===== config.mk =====
export PLATFORM = sky130hd
export DESIGN_NAME = crossing_sequencer
export DESIGN_NICKNAME = d
export VERILOG_FILES = /design/src/rtl/crossing_sequencer.sv
export SDC_FILE = /design/constraint.sdc
export NUM_CORES = 1
export LEC_CHECK = 0
export ABC_AREA = 1
export BUFFER_PORTS_ARGS = -buffer_cell sky130_fd_sc_hd__buf_2
export CAP_MARGIN = 10
export CORE_MARGIN = 4
export CORE_UTILIZATION = 35
export DETAILED_ROUTE_END_ITERATION = 8
export GPL_TIMING_DRIVEN = 0
export SYNTH_ARGS = -nofsm -noshare
export SYNTH_HDL_FRONTEND = slang
export SYNTH_SLANG_ARGS = --single-unit

===== constraint.sdc =====
create_clock -name clk -period 1.5 [get_ports clk]
set_clock_uncertainty 0.15 [all_clocks]
set_input_delay 0.3 -clock clk [delete_from_list [all_inputs] [get_ports clk]]
set_output_delay 0.3 -clock clk [all_outputs]
set_load 0.005 [all_outputs]

===== src/rtl/crossing_sequencer.sv =====
// Master sequencer for the level-crossing controller: sensor pulses in, measurement/predictor/timer
// strobes and warn/gate/fault out. Optional predictor watchdog via CROSSING_PRED_TIMEOUT_EN.
module crossing_sequencer #(
  parameter logic [18:0] T_DEFAULT    = 19'd5000,
  parameter logic [18:0] T_MIN        = 19'd64,
  parameter int          HOLD_CYCLES  = 16,
  parameter int          PRED_TIMEOUT = 64
) (
  input  logic        clk,
  input  logic        rst,
  input  logic [5:0]  sens,
  output logic        meas_clr,
  output logic        meas_en,
  input  logic [14:0] meas_val,
  output logic        pred_start,
  input  logic [18:0] pred_time,
  input  logic        pred_done,
  output logic        tmr_load,
  output logic [18:0] tmr_val,
  input  logic        tmr_expired,
  output logic        warn,
  output logic        gate_close,
  output logic        fault,
  output logic [3:0]  present_state
);

  typedef enum logic [3:0] {
    IDLE      = 4'd0,
    MEASURE   = 4'd1,
    PREDICT   = 4'd2,
    ARM       = 4'd3,
    COUNTDOWN = 4'd4,
    CROSSING  = 4'd5,
    HOLD      = 4'd6,
    FAULT     = 4'd7
  } state_e;

  localparam int          HW       = $clog2(HOLD_CYCLES + 1);
  localparam logic [18:0] T_FALLBK = (T_DEFAULT < T_MIN) ? T_MIN : T_DEFAULT;

  state_e          state_q, state_d;
  logic            first_q;
  logic            fault_q, fault_d;
  logic [18:0]     tmr_val_q, tmr_val_d;
  logic [14:0]     meas_q, meas_d;
  logic [HW-1:0]   hold_q, hold_d;

  logic s1, s2, s_ent, s_ext, sat;
  logic [18:0] pred_floor;

  assign s1         = sens[0];
  assign s2         = sens[1];
  assign s_ent      = sens[2] | sens[3];
  assign s_ext      = sens[4] | sens[5];
  assign sat        = (meas_q == 15'h7FFF);
  assign pred_floor = (pred_time < T_MIN) ? T_MIN : pred_time;

`ifdef CROSSING_PRED_TIMEOUT_EN
  localparam int TW = $clog2(PRED_TIMEOUT + 1);
  logic [TW-1:0] tcnt_q, tcnt_d;
  logic          pred_tmo;

  assign tcnt_d   = (state_q == PREDICT) ? tcnt_q + TW'(1) : '0;
  assign pred_tmo = (tcnt_q == TW'(PRED_TIMEOUT - 1));

  always_ff @(posedge clk or posedge rst)
    if (rst) tcnt_q <= '0;
    else     tcnt_q <= tcnt_d;
`endif

  always_comb begin
    state_d   = state_q;
    fault_d   = fault_q;
    tmr_val_d = tmr_val_q;
    meas_d    = meas_q;
    hold_d    = '0;
    // Entry sensors outrank exit, which outrank S2 and S1; S1 only matters in IDLE.
    unique case (state_q)
      IDLE: begin
        if (s_ent || s_ext) state_d = FAULT;
        else if (s1)        state_d = MEASURE;
      end
      MEASURE: begin
        if (s_ent)      state_d = CROSSING;
        else if (s_ext) state_d = FAULT;
        else if (s2) begin
          state_d = PREDICT;
          meas_d  = meas_val;
        end
      end
      PREDICT: begin
        if (s_ent)      state_d = CROSSING;
        else if (s_ext) state_d = FAULT;
        else if (sat) begin
          state_d   = ARM;
          tmr_val_d = T_FALLBK;
        end else if (pred_done) begin
          state_d   = ARM;
          tmr_val_d = pred_floor;
        end
`ifdef CROSSING_PRED_TIMEOUT_EN
        else if (pred_tmo) begin
          state_d   = ARM;
          tmr_val_d = T_FALLBK;
          fault_d   = 1'b1;
        end
`endif
      end
      ARM: begin
        if (s_ent)      state_d = CROSSING;
        else if (s_ext) state_d = FAULT;
        else            state_d = COUNTDOWN;
      end
      COUNTDOWN: begin
        // An early entry sensor means a faster train than predicted: close immediately.
        if (s_ent || tmr_expired) state_d = CROSSING;
        else if (s_ext)           state_d = FAULT;
      end
      CROSSING: begin
        if (!s_ent && s_ext) state_d = HOLD;
      end
      HOLD: begin
        if (s_ent)                                state_d = CROSSING;
        else if (hold_q == HW'(HOLD_CYCLES - 1)) state_d = IDLE;
        else                                      hold_d  = hold_q + HW'(1);
      end
      FAULT: begin
        if (!s_ent && s_ext) state_d = HOLD;
      end
      default: state_d = FAULT;
    endcase
    if (state_d == FAULT)     fault_d = 1'b1;
    else if (state_d == IDLE) fault_d = 1'b0;
  end

  always_ff @(posedge clk or posedge rst)
    if (rst) begin
      state_q   <= IDLE;
      first_q   <= 1'b0;
      fault_q   <= 1'b0;
      tmr_val_q <= '0;
      meas_q    <= '0;
      hold_q    <= '0;
    end else begin
      state_q   <= state_d;
      first_q   <= (state_d != state_q);
      fault_q   <= fault_d;
      tmr_val_q <= tmr_val_d;
      meas_q    <= meas_d;
      hold_q    <= hold_d;
    end

  always_comb begin
    meas_clr      = (state_q == MEASURE) && first_q;
    meas_en       = (state_q == MEASURE);
    pred_start    = (state_q == PREDICT) && first_q && !sat;
    tmr_load      = (state_q == ARM);
    tmr_val       = tmr_val_q;
    warn          = (state_q == ARM) || (state_q == COUNTDOWN) || (state_q == CROSSING) ||
                    (state_q == HOLD) || (state_q == FAULT);
    gate_close    = (state_q == CROSSING) || (state_q == HOLD) || (state_q == FAULT);
    fault         = fault_q;
    present_state = state_q;
  end

endmodule

Yosys cells after proc, flatten, opt, wreduce, memory -nomap -nowiden
Cells that the tools add are included.
- register bits after elaboration: 45
- bits in latches: 0
- bits in writable memories: 0
- bits in read-only memories: 0
- bits of input ports: 44
- output and inout port bits: 30
- logic and storage cells: 69
- memories kept: 0
- $add $sub $neg: 1
- $mul: 0
- divide/modulo/power cells: 0
- magnitude comparators: 1
- equality and inequality tests: 11
- shift operators: 0
- muxes and demuxes: 25
- bitwise logic cells: 4
- reduce and logical (&&, ||, !) cells: 21
- operators by type and width (cell ; number):
    19-bit 2-to-1 mux ; 3
    4-bit 2-to-1 mux ; 14
    4-bit case mux with 7 select lines ; 1
    4-bit by 3-bit equality test with 1-bit output (second input constant) ; 5
    19-bit by 7-bit < comparator with 1-bit output (second input constant) ; 1
    15-bit equality test (second input constant) ; 1
    5-bit 2-to-1 mux ; 3
    4-bit by 2-bit equality test with 1-bit output (second input constant) ; 2
    4-bit logical NOT ; 2
    1-bit logical OR ; 8
    4-bit AND reduction ; 2
    5-bit by 1-bit adder with 5-bit output (second input constant) ; 1
    5-bit by 4-bit equality test with 1-bit output (second input constant) ; 1
    4-bit by 1-bit equality test with 1-bit output (second input constant) ; 1
    1-bit logical AND ; 4
    2-bit 2-to-1 mux ; 2
    4-bit != test ; 1
    2-bit nonzero test ; 2
    1-bit logical NOT ; 2
    1-bit 2-to-1 mux ; 2
    1-bit NOT ; 2
    1-bit OR ; 2
    2-bit OR reduction ; 1

Logic depth before layout (Yosys ltp)
Gate-level depths: netlist of the first run.
- word-level depth: 8
- depth in mapped cells: 14
- depth with buffers taken out: 13

Worst setup path after synthesis of the first run
OpenSTA, ideal clock, no wires.
- path kind: register -> register
- start point: register state_q[0] (netlist: present_state[0])
- end point: register tmr_val_q[12] (netlist: tmr_val[12])
- setup time: 0.130 ns
- arrival: 1.378 ns
- required time: 1.220 ns
- setup slack: -0.158 ns
- cell stages (with the launch flop): 12
- path buffers: 3
- period minus slack after synthesis: 1.658 ns
- cells stage by stage: dfrtp_1 > buf_4 > inv_2 > nand2_2 > nor2_4 > inv_2 > nor2_1 > o21ai_1 > buf_4 > buf_6 > nand2_1 > o21ai_1
- cells in the longest elaborated chain, start to end: 2
- ends and longest elaborated chain (item ; line ; source):
    from (decl) ; 41 ; state_e state_q, state_d;
    from (signal assigned) ; 145 ; state_q <= state_d;
    4-bit by 2-bit equality test with 1-bit output ; 78 ; unique case (state_q)
    4-bit AND reduction (no source line) ; - ;
    to (signal assigned) ; 148 ; tmr_val_q <= tmr_val_d;
    to (decl) ; 44 ; logic [18:0] tmr_val_q, tmr_val_d;
Every way passes these cells.
A chain may end at the register's enable or synchronous reset.

Worst setup path after layout of the first run
- start point: register state_q[3] (netlist: present_state[3])
- end point: output pred_start
- cells in the longest elaborated chain, start to end: 3
- ends and longest elaborated chain (item ; line ; source):
    4-bit by 2-bit equality test with 1-bit output ; 156 ; pred_start = (state_q == PREDICT) && first_q && !sat;
    1-bit logical AND (2 in series) ; 156 ;
    to (decl) ; 15 ; output logic pred_start,
Every way passes these cells.

==> results of run 1 <==
[sequential cells by signal, indices dropped and copies added, names as in the netlist]
| signal | count |
|---|---|
| fault | 1 |
| hold_q | 5 |
| present_state | 4 |
| tmr_val | 19 |
| meas_q | 15 |
| first_q | 1 |
[logic make-up after synthesis]
kind of cell               Yosys count  share of synthesized area [%]
DFF                                 45                           46.6
adders and majority gates            1                          0.518
other                                1                          0.155
and+or+nand+nor                    155                           29.8
buffers and inverters               40                           7.81
AOI/OAI and AO/OA                   26                           5.85
xor gates and xnor gates             2                          0.725
muxes                               15                           8.54
[layout make-up]
class | count | area (um2)
buffer | 8 | 100
clock buffer | 5 | 68.8
clock inverter | 3 | 22.5
fill | 670 | 3380
inverter | 32 | 139
multi-input combinational | 200 | 1190
sequential | 45 | 1130
tap | 80 | 100
timing repair buffer | 95 | 623
[synth_stat cells (all sizes together)]
cell,n,area (um2)
nand2,84,344
dfrtp,45,1130
nor2,44,214
inv,32,120
o21ai,23,123
nand3,18,95.1
mux2,15,206
buf,7,65.1
nand4,5,46.3
nor3,3,15.0
a21oi,2,10.0
a311oi,1,8.76
clkbuf,1,3.75
conb,1,3.75
ha,1,12.5
nor4,1,6.26
xnor2,1,8.76
xor2,1,8.76
[what timing repair did]
item	in CTS	in global routing
pin swaps	7	14
gates resized for setup	22	30
cloned	2	0
setup buffers	14	7
endpoints found under the setup margin	45	45
[stage by stage]
step	util (%)	cell area, um2	hold WS (ps)	setup TNS, ps
after global placement	42.9	2900	312	-10310
after CTS	47.7	3230	61.3	-11670
after floorplan	-	2440	161	-3550
after global routing	49.9	3370	64.4	-15120
after detailed placement	42.9	2900	312	-10750
final	49.9	3370	58.9	-11660
[placed cells by master (no fill, tap or decap), types with 3 or more instances in the layout]
master,instances
buf_2,72
nand2_1,69
dfrtp_1,42
nor2_1,32
inv_1,23
nand3_1,16
o21ai_1,16
buf_4,12
nand2_2,10
buf_6,10
mux2_4,10
nor2_2,8
mux2_2,5
clkbuf_8,5
nand4_1,4
clkinv_4,4
nand2_4,4
inv_2,4
buf_8,4
nor2_4,3
o21ai_0,3
o21ai_2,3
dfrtp_2,3
[metal layers]
metal	track usage (%)	vias to the layer above	part of all wire, %
li1	-	1109	-
met1	19.2	1030	45
met2	25.1	57	50
met3	3.23	4	4.4
met4	2.64	0	0.90
met5	0	-	0
[report_power, final]
group | total [W] | internal [W] | switching [W]
clock | 0.000758 | 0.000331 | 0.000427
sequential | 0.00135 | 0.00129 | 0.0000615
combinational | 0.000705 | 0.000324 | 0.000381
total | 0.00282 | 0.00195 | 0.000869
[worst max-delay path: stages (launching register included)]
cell	delay (ps)
dfrtp_2	440
inv_4	110
nand2_8	60
nor2_4	110
inv_2	60
nor3_4	190
buf_2	140
[how the worst min path moves through the flow]
stage,startpoint,endpoint,cells past startpoint
final,rst,meas_q[14],2
after global routing,meas_val[0],meas_q[0],2
after CTS,meas_val[0],meas_q[0],2
after detailed placement,fault,fault,2
after global placement,fault,fault,2
after floorplan,rst,fault,1
==> run_results.csv, run 1 <==
group,metric,value,unit
cells_and_area,layout-area-overhead-vs-synth,39.6,%
clocking,cts_buffers,5,
timing,setup_violations,45,
timing,rsz0062_at_grt,"true",
cells_and_area,final_cell_count_no_fill,468,
timing,fin_crit_sh,124,%
die,design.portCount,74,
critical_path,timing.rr.start,"present_state[3]",
grt,total_congestion_overflow,0,
die,floorplan.die.width,91.1,um
logic_synthesis,synthesis.area,2420,um2
critical_path,timing.critical_path.from_type,"flip-flop",
critical_path,worstPathRequired,1050,ps
routing,remaining_routing_drc_violations,0,
die,start_util,35.8,%
clocking,clock_latency,300,ps
logic_synthesis,synthesis.area_per_instance,8.48,um2
clocking,cts.path.max_buffers,2,
power,leakagePower,1.86,nW
run_status,violations,"negative setup slack",
critical_path,setup.worst_path.start,"present_state[3]",
power,vdd.ir_drop.worst,0.534,mV
critical_path,worstSetupEndpoint,"pred_start",
logic_synthesis,synth_seq_cells,45,
timing,fmaxAchievable,539,MHz
routing,postRouteAntennaNets,0,
placement,placement.io_buffers,73,
routing,1st_pass_router_iterations,4,
die,rows,30,
timing,min_setup_slack_post_route,-355,ps
die,core,6760,um2
clocking,cts.sinks,45,
routing,routed_via_density,4.70,
cells_and_area,post_route_cells_drive_above_1_share,44.8,%
critical_path,worstSetupEndpointType,"output port",
routing,wire_per_inst,13.1,um
grt,largest_net_degree_at_the_start_of_global_routing,46,
placement,dpl.hpwl,4340,um
clocking,htree_levels,2,
routing,route.vias.total,2200,
critical_path,timing.reg2reg.setup_slack,-300,ps
placement,gp_congestion,0.845,
timing,report.final.hold_viol_count,0,
logic_synthesis,mappedNetlistNets,330,
logic_synthesis,ys_seq_area_share,46.6,%
logic_synthesis,yosysWarningCount,0,
die,die_h,91.1,um
grt,antenna_violations_before_repair,0,
flow_run,drv.max_cap_violation_count,0,
cells_and_area,antenna-diode-count,0,
logic_synthesis,postSynthCellCount,285,
clocking,worst_setup_hold_path_clk_slew,100,ps
clocking,post_cts_hold_buffer_count,0,
logic_synthesis,synth.distinct_cells,31,
clocking,clock_tree_from_tritoncts,"built",
grt,via_count_of_the_first_global_routing_pass,2173,
placement,placed_cells,438,
power,power.density,834,nW/um2
critical_path,cp_data_arrival_time,1400,ps
run_status,run_status,"complete, but fails checks",
timing,final_slew_viol_count,0,
timing,tightestPinTransition,987,ps
routing,drt_iter0_drc,56,
timing,timing.max_slew.rel_slack,34.0,%
critical_path,r2r_end,"tmr_val[14]",
grt,grt_pass1_wl,10000,um
power,finalPower,0.00282,W
critical_path,worst-r2r-cell-count,11,
die,die-area,8300,um2
critical_path,crit_fanout,4,
routing,detail_route.wirelength,6130,um
cells_and_area,design.final.nets,432,
clocking,clock-root-buffer,"clkbuf_8",
critical_path,timing.setup.critical_path_class,"reg2out",
timing,post-route-min-period,1850,ps
placement,dp_worst_setup_slack,-379,ps
worst_hold_path,min-delay-path-class,"in2async",
grt,grt.total_usage,14.7,%
(Power assumes the default switching activity.)
==> run 2: changes to the inputs <==
Settings changed: PLACE_DENSITY_LB_ADDON set to 0.1.
==> run_results.csv, run 2 (synthesis gave the netlist of run 1 again) <==
group,metric,value,unit
run_status,run_status,"complete, but fails checks",
run_status,violations,"negative setup slack",
power,netSwitchingPower,0.000866,W
timing,fin_crit_sh,120,%
critical_path,timing.rr.start,"present_state[0]",
routing,wire_per_inst,12.7,um
timing,report.final.hold_viol_count,0,
routing,remaining_routing_drc_violations,0,
clocking,cts.sinks,45,
cells_and_area,layout_common_cells,"74 x buf_2, 65 x nand2_1, 42 x dfrtp_1, 28 x nor2_1, 20 x inv_1",
cells_and_area,fillCellCount,674,
timing,timing.max_slew.rel_slack,35.0,%
critical_path,worst_path_max_delay_cell,"dfrtp_1",
cells_and_area,post_route_cells_drive_above_1_share,47.6,%
cells_and_area,largest_register_ffs,19,
grt,total_congestion_overflow,0,
routing,routed_via_density,4.70,
clocking,worst_setup_hold_path_clk_slew,90,ps
critical_path,max_stage_delay,380,ps
routing,1st_pass_router_iterations,4,
power,leakagePower,1.86,nW
clocking,clock_tree_from_tritoncts,"built",
critical_path,timing.setup.critical_path_class,"reg2out",
routing,postRouteAntennaNets,0,
die,floorplan.die.width,91.1,um
power,power.share.switching,30.7,%
power,clkPwrFrac,26.7,%
critical_path,worstSetupEndpointType,"output port",
critical_path,worstSetupEndpoint,"pred_start",
power,sequential_power_share,48.1,%
flow_run,drv.max_cap_violation_count,0,
die,design.portCount,74,
cells_and_area,layout-area-overhead-vs-synth,41.2,%
grt,grt_pass1_wl,9780,um
power,vdd.ir_drop.worst,0.538,mV
grt,antenna_violations_before_repair,0,
grt,grt.total_usage,14.6,%
clocking,clock-root-buffer,"clkbuf_8",
routing,detail_route.wirelength,5960,um
critical_path,critical_path.n_buffers_inverters,3,
power,finalPower,0.00282,W
cells_and_area,antenna-diode-count,0,
die,rows,30,
grt,largest_net_degree_at_the_start_of_global_routing,46,
power,power.density,826,nW/um2
cells_and_area,design.final.nets,433,
timing,setup_violations,45,
die,die-area,8300,um2
critical_path,r2r_end,"first_q",
critical_path,cp_top_family,"simple AND/OR/NAND/NOR gates",
die,start_util,35.8,%
critical_path,cp_data_arrival_time,1360,ps
timing,post-route-min-period,1810,ps
cells_and_area,mostFrequentLayoutCell,"buf_2",
critical_path,crit_cells,8,
clocking,cts.path.max_buffers,2,
grt,via_count_of_the_first_global_routing_pass,2063,
timing,tightestPinTransition,972,ps
critical_path,cell_with_the_most_instances_on_the_worst_path,"nand2_2",
critical_path,crit_fanout,3,
critical_path,worstPathRequired,1050,ps
clocking,htree_levels,2,
die,core,6760,um2
timing,rsz0062_at_grt,"true",
die,die_h,91.1,um
routing,drt_iter0_drc,80,
power,combPwrFrac,25.2,%
timing,fmaxAchievable,554,MHz
critical_path,worst-r2r-cell-count,14,
critical_path,critical_path.cell_chain,"nand2_1, inv_1, nand2_2, nor2_2, nand2_2, inv_4, nor3_4, buf_2",
clocking,cts_buffers,5,
timing,totalNegativeSetupSlack,-8850,ps
clocking,post_cts_hold_buffer_count,0,
placement,placement.io_buffers,73,
timing,final_slew_viol_count,0,
timing,min_setup_slack_post_route,-305,ps
critical_path,timing.reg2reg.setup_slack,-270,ps
clocking,clock_latency,300,ps
critical_path,setup.worst_path.start,"meas_q[1]",
power,power.internal,0.00195,W
critical_path,timing.critical_path.from_type,"flip-flop",
worst_hold_path,min-delay-path-class,"in2async",
placement,gp_congestion,0.811,
placement,dpl.hpwl,4310,um
routing,route.vias.total,2202,
run 2: worst min-delay path by stage:
| stage | to | cells after the start | slack, ps | start |
|---|---|---|---|---|
| after floorplan | fault | 1 | 160 | rst |
| after global placement | fault | 2 | 300 | fault |
| after detailed placement | fault | 2 | 310 | fault |
| after CTS | meas_q[8] | 2 | 70 | meas_val[8] |
| after global routing | meas_q[0] | 2 | 70 | meas_val[0] |
| final | meas_q[9] | 2 | 40 | rst |
run 2: cell type report:
| type | count | area [um2] | area share (%) |
|---|---|---|---|
| Sequential cell | 45 | 1130 | 33.1 |
| Buffer | 8 | 97.6 | 2.86 |
| Clock buffer | 7 | 76.3 | 2.24 |
| Inverter | 32 | 141 | 4.14 |
| Clock inverter | 1 | 7.51 | 0.220 |
| Multi-Input combinational cell | 200 | 1240 | 36.3 |
| Timing Repair Buffer | 96 | 623 | 18.3 |
| Tap cell | 80 | 100 | 2.93 |
run 2: metrics by stage:
step / instance area, um2 / utilization [%] / std cells / setup WS (ps) / hold slack (ps)
after global placement: 2900 / 42.9 / 438 / -339 / 304
after global routing: 3410 / 50.5 / 469 / -418 / 66.4
after floorplan: 2440 / - / 285 / -127 / 161
after detailed placement: 2900 / 42.9 / 438 / -347 / 308
after CTS: 3160 / 46.8 / 457 / -374 / 65.5
final: 3410 / 50.5 / 469 / -305 / 44.6
run 2: layer usage:
metal	part of all wire (%)	global-route usage (%)	routed length (um)	up-vias
met5	0	0	0	-
met1	46	19.7	2760	1025
met4	1.3	4.52	79	0
li1	-	-	-	1111
met3	5.5	3.56	327	8
met2	47	23.1	2790	58
run 2: power by group through the flow:
stage	Sequential [W]	Clock [W]	Combinational (W)
after floorplan	0.00137	0	0.000354
after global placement	0.00138	0	0.000558
after detailed placement	0.00138	0	0.000559
after CTS	0.00135	0.000765	0.000621
after global routing	0.00136	0.000813	0.000796
final	0.00135	0.000752	0.000711
run 2: repair_timing:
action	in CTS	in global routing
endpoints found under the setup margin	45	46
hold endpoints to repair	0	0
pin swaps	4	21
resized for setup	22	39
setup buffers	10	11
cloned	1	1
==> run 3: changes to the inputs <==
Settings changed: CELL_PAD_IN_SITES_DETAIL_PLACEMENT set to 0, CELL_PAD_IN_SITES_GLOBAL_PLACEMENT set to 1, CORE_UTILIZATION 35 to 34.
==> run_results.csv, run 3 (synthesis gave the netlist of run 1 again) <==
group,metric,value,unit
critical_path,max_stage_delay,400,ps
placement,placed_cells,454,
clocking,cts.path.max_buffers,2,
timing,fin_worst_hold_slack,38.0,ps
die,start_util,35.2,%
placement,placement.io_buffers,73,
power,combPwrFrac,25.7,%
die,floorplan.die.width,92.3,um
grt,total_congestion_overflow,0,
run_status,run_status,"complete, but fails checks",
timing,final_slew_viol_count,0,
clocking,worst_setup_hold_path_clk_slew,100,ps
power,power.share.switching,31.0,%
power,netSwitchingPower,0.000885,W
power,finalPower,0.00286,W
routing,wire_per_inst,12.4,um
critical_path,critical_path.n_buffers_inverters,5,
critical_path,cp_top_family,"buffers and inverters",
critical_path,crit_fanout,3,
timing,min_setup_slack_post_route,-323,ps
critical_path,critical_path.cell_chain,"buf_6, clkinv_4, nand2_4, buf_4, nor2_4, inv_2, nand2_1, buf_2",
timing,timing.max_slew.rel_slack,35.2,%
routing,remaining_routing_drc_violations,0,
cells_and_area,largest_register_ffs,19,
die,core,6870,um2
routing,routed_via_density,4.48,
routing,drt_iter0_drc,67,
power,clkPwrFrac,26.8,%
cells_and_area,post_route_cells_drive_above_1_share,52.0,%
grt,largest_net_degree_at_the_start_of_global_routing,46,
power,vdd.ir_drop.worst,0.569,mV
clocking,clock_tree_from_tritoncts,"built",
power,power.internal,0.00197,W
timing,report.final.hold_viol_count,0,
clocking,htree_levels,2,
timing,fmaxAchievable,549,MHz
worst_hold_path,min-delay-path-class,"in2async",
critical_path,worstSetupEndpointType,"output port",
die,die_h,92.3,um
die,die-area,8520,um2
grt,antenna_violations_before_repair,0,
cells_and_area,antenna-diode-count,0,
power,leakagePower,1.90,nW
power,power.density,809,nW/um2
grt,grt.total_usage,14.3,%
critical_path,worstPathRequired,1050,ps
routing,1st_pass_router_iterations,4,
grt,grt_pass1_wl,9760,um
cells_and_area,final_cell_count_no_fill,490,
critical_path,timing.setup.critical_path_class,"reg2out",
clocking,cts.sinks,45,
flow_run,drv.max_cap_violation_count,0,
timing,post-route-min-period,1820,ps
critical_path,cp_data_arrival_time,1370,ps
critical_path,worst_path_max_delay_cell,"dfrtp_1",
cells_and_area,layout_common_cells,"72 x buf_2, 55 x nand2_1, 42 x dfrtp_1, 31 x nor2_1, 22 x inv_1",
placement,dpl.hpwl,4410,um
clocking,cts_buffers,5,
die,design.portCount,74,
timing,setup_violations,45,
grt,via_count_of_the_first_global_routing_pass,2128,
die,rows,30,
run_status,violations,"negative setup slack",
cells_and_area,fillCellCount,682,
timing,tightestPinTransition,970,ps
cells_and_area,mostFrequentLayoutCell,"buf_2",
clocking,clock-root-buffer,"clkbuf_8",
routing,postRouteAntennaNets,0,
cells_and_area,design.final.nets,438,
routing,route.vias.total,2193,
power,sequential_power_share,47.5,%
clocking,clock_latency,310,ps
timing,rsz0062_at_grt,"true",
critical_path,timing.critical_path.from_type,"flip-flop",
placement,gp_congestion,0.792,
routing,detail_route.wirelength,6060,um
timing,fin_crit_sh,122,%
cells_and_area,layout-area-overhead-vs-synth,46.0,%
run 3: what timing repair did:
action,4_1_cts,5_1_grt
resized for setup,20,63
setup endpoints to repair,45,46
gates cloned,2,0
hold buffers,0,0
setup buffers,10,16
pin swaps,4,16
run 3: final cells by class:
cell class | instances | area, um2 | share of cell area [%]
plain buffers | 8 | 95.1 | 2.69
clock buffers | 5 | 68.8 | 1.95
clock inverters | 3 | 21.3 | 0.603
inverters | 32 | 139 | 3.93
multi-input cells | 200 | 1300 | 36.9
flip-flops and latches | 45 | 1130 | 32.0
well taps | 96 | 120 | 3.40
repair buffers | 101 | 652 | 18.5
run 3: path summary, 6_finish.rpt:
path	from	to	slack, ps	depth (start not counted)
worst max-delay path	present_state[0]	gate_close	-320	8
worst min-delay path	rst	meas_q[4]	40	2
worst max register to register	present_state[0]	first_q	-310	14
worst min register to register	hold_q[0]	hold_q[0]	320	1
max in group asynchronous	rst	present_state[2]	580	2
min in group clk	pred_time[5]	tmr_val[5]	70	3
run 3: power by group through the flow:
stage / registers [W] / clock network [W] / logic, W
finish: 0.00136 / 0.000764 / 0.000734
global route: 0.00137 / 0.000845 / 0.000819
CTS: 0.00135 / 0.000797 / 0.000632
detailed placement: 0.00138 / 0 / 0.000562
global placement: 0.00138 / 0 / 0.000561
floorplan: 0.00137 / 0 / 0.000354
run 3: per-layer routing:
metal	up-vias	share of wire [%]	GRT usage [%]
li1	1120	-	-
met1	1008	45	18.7
met2	54	48	22.5
met3	11	5.7	4.31
met4	0	1.3	4.58
met5	-	0	0
run 3: per-stage QoR:
stage / setup slack (ps) / TNS (ps) / utilization (%) / instance area, um2
global route: -506 / -12890 / 51.4 / 3530
floorplan: -127 / -3550 / - / 2440
CTS: -378 / -11060 / 46.7 / 3210
detailed placement: -354 / -11020 / 42.5 / 2920
finish: -323 / -9140 / 51.4 / 3530
global placement: -338 / -10910 / 42.5 / 2920
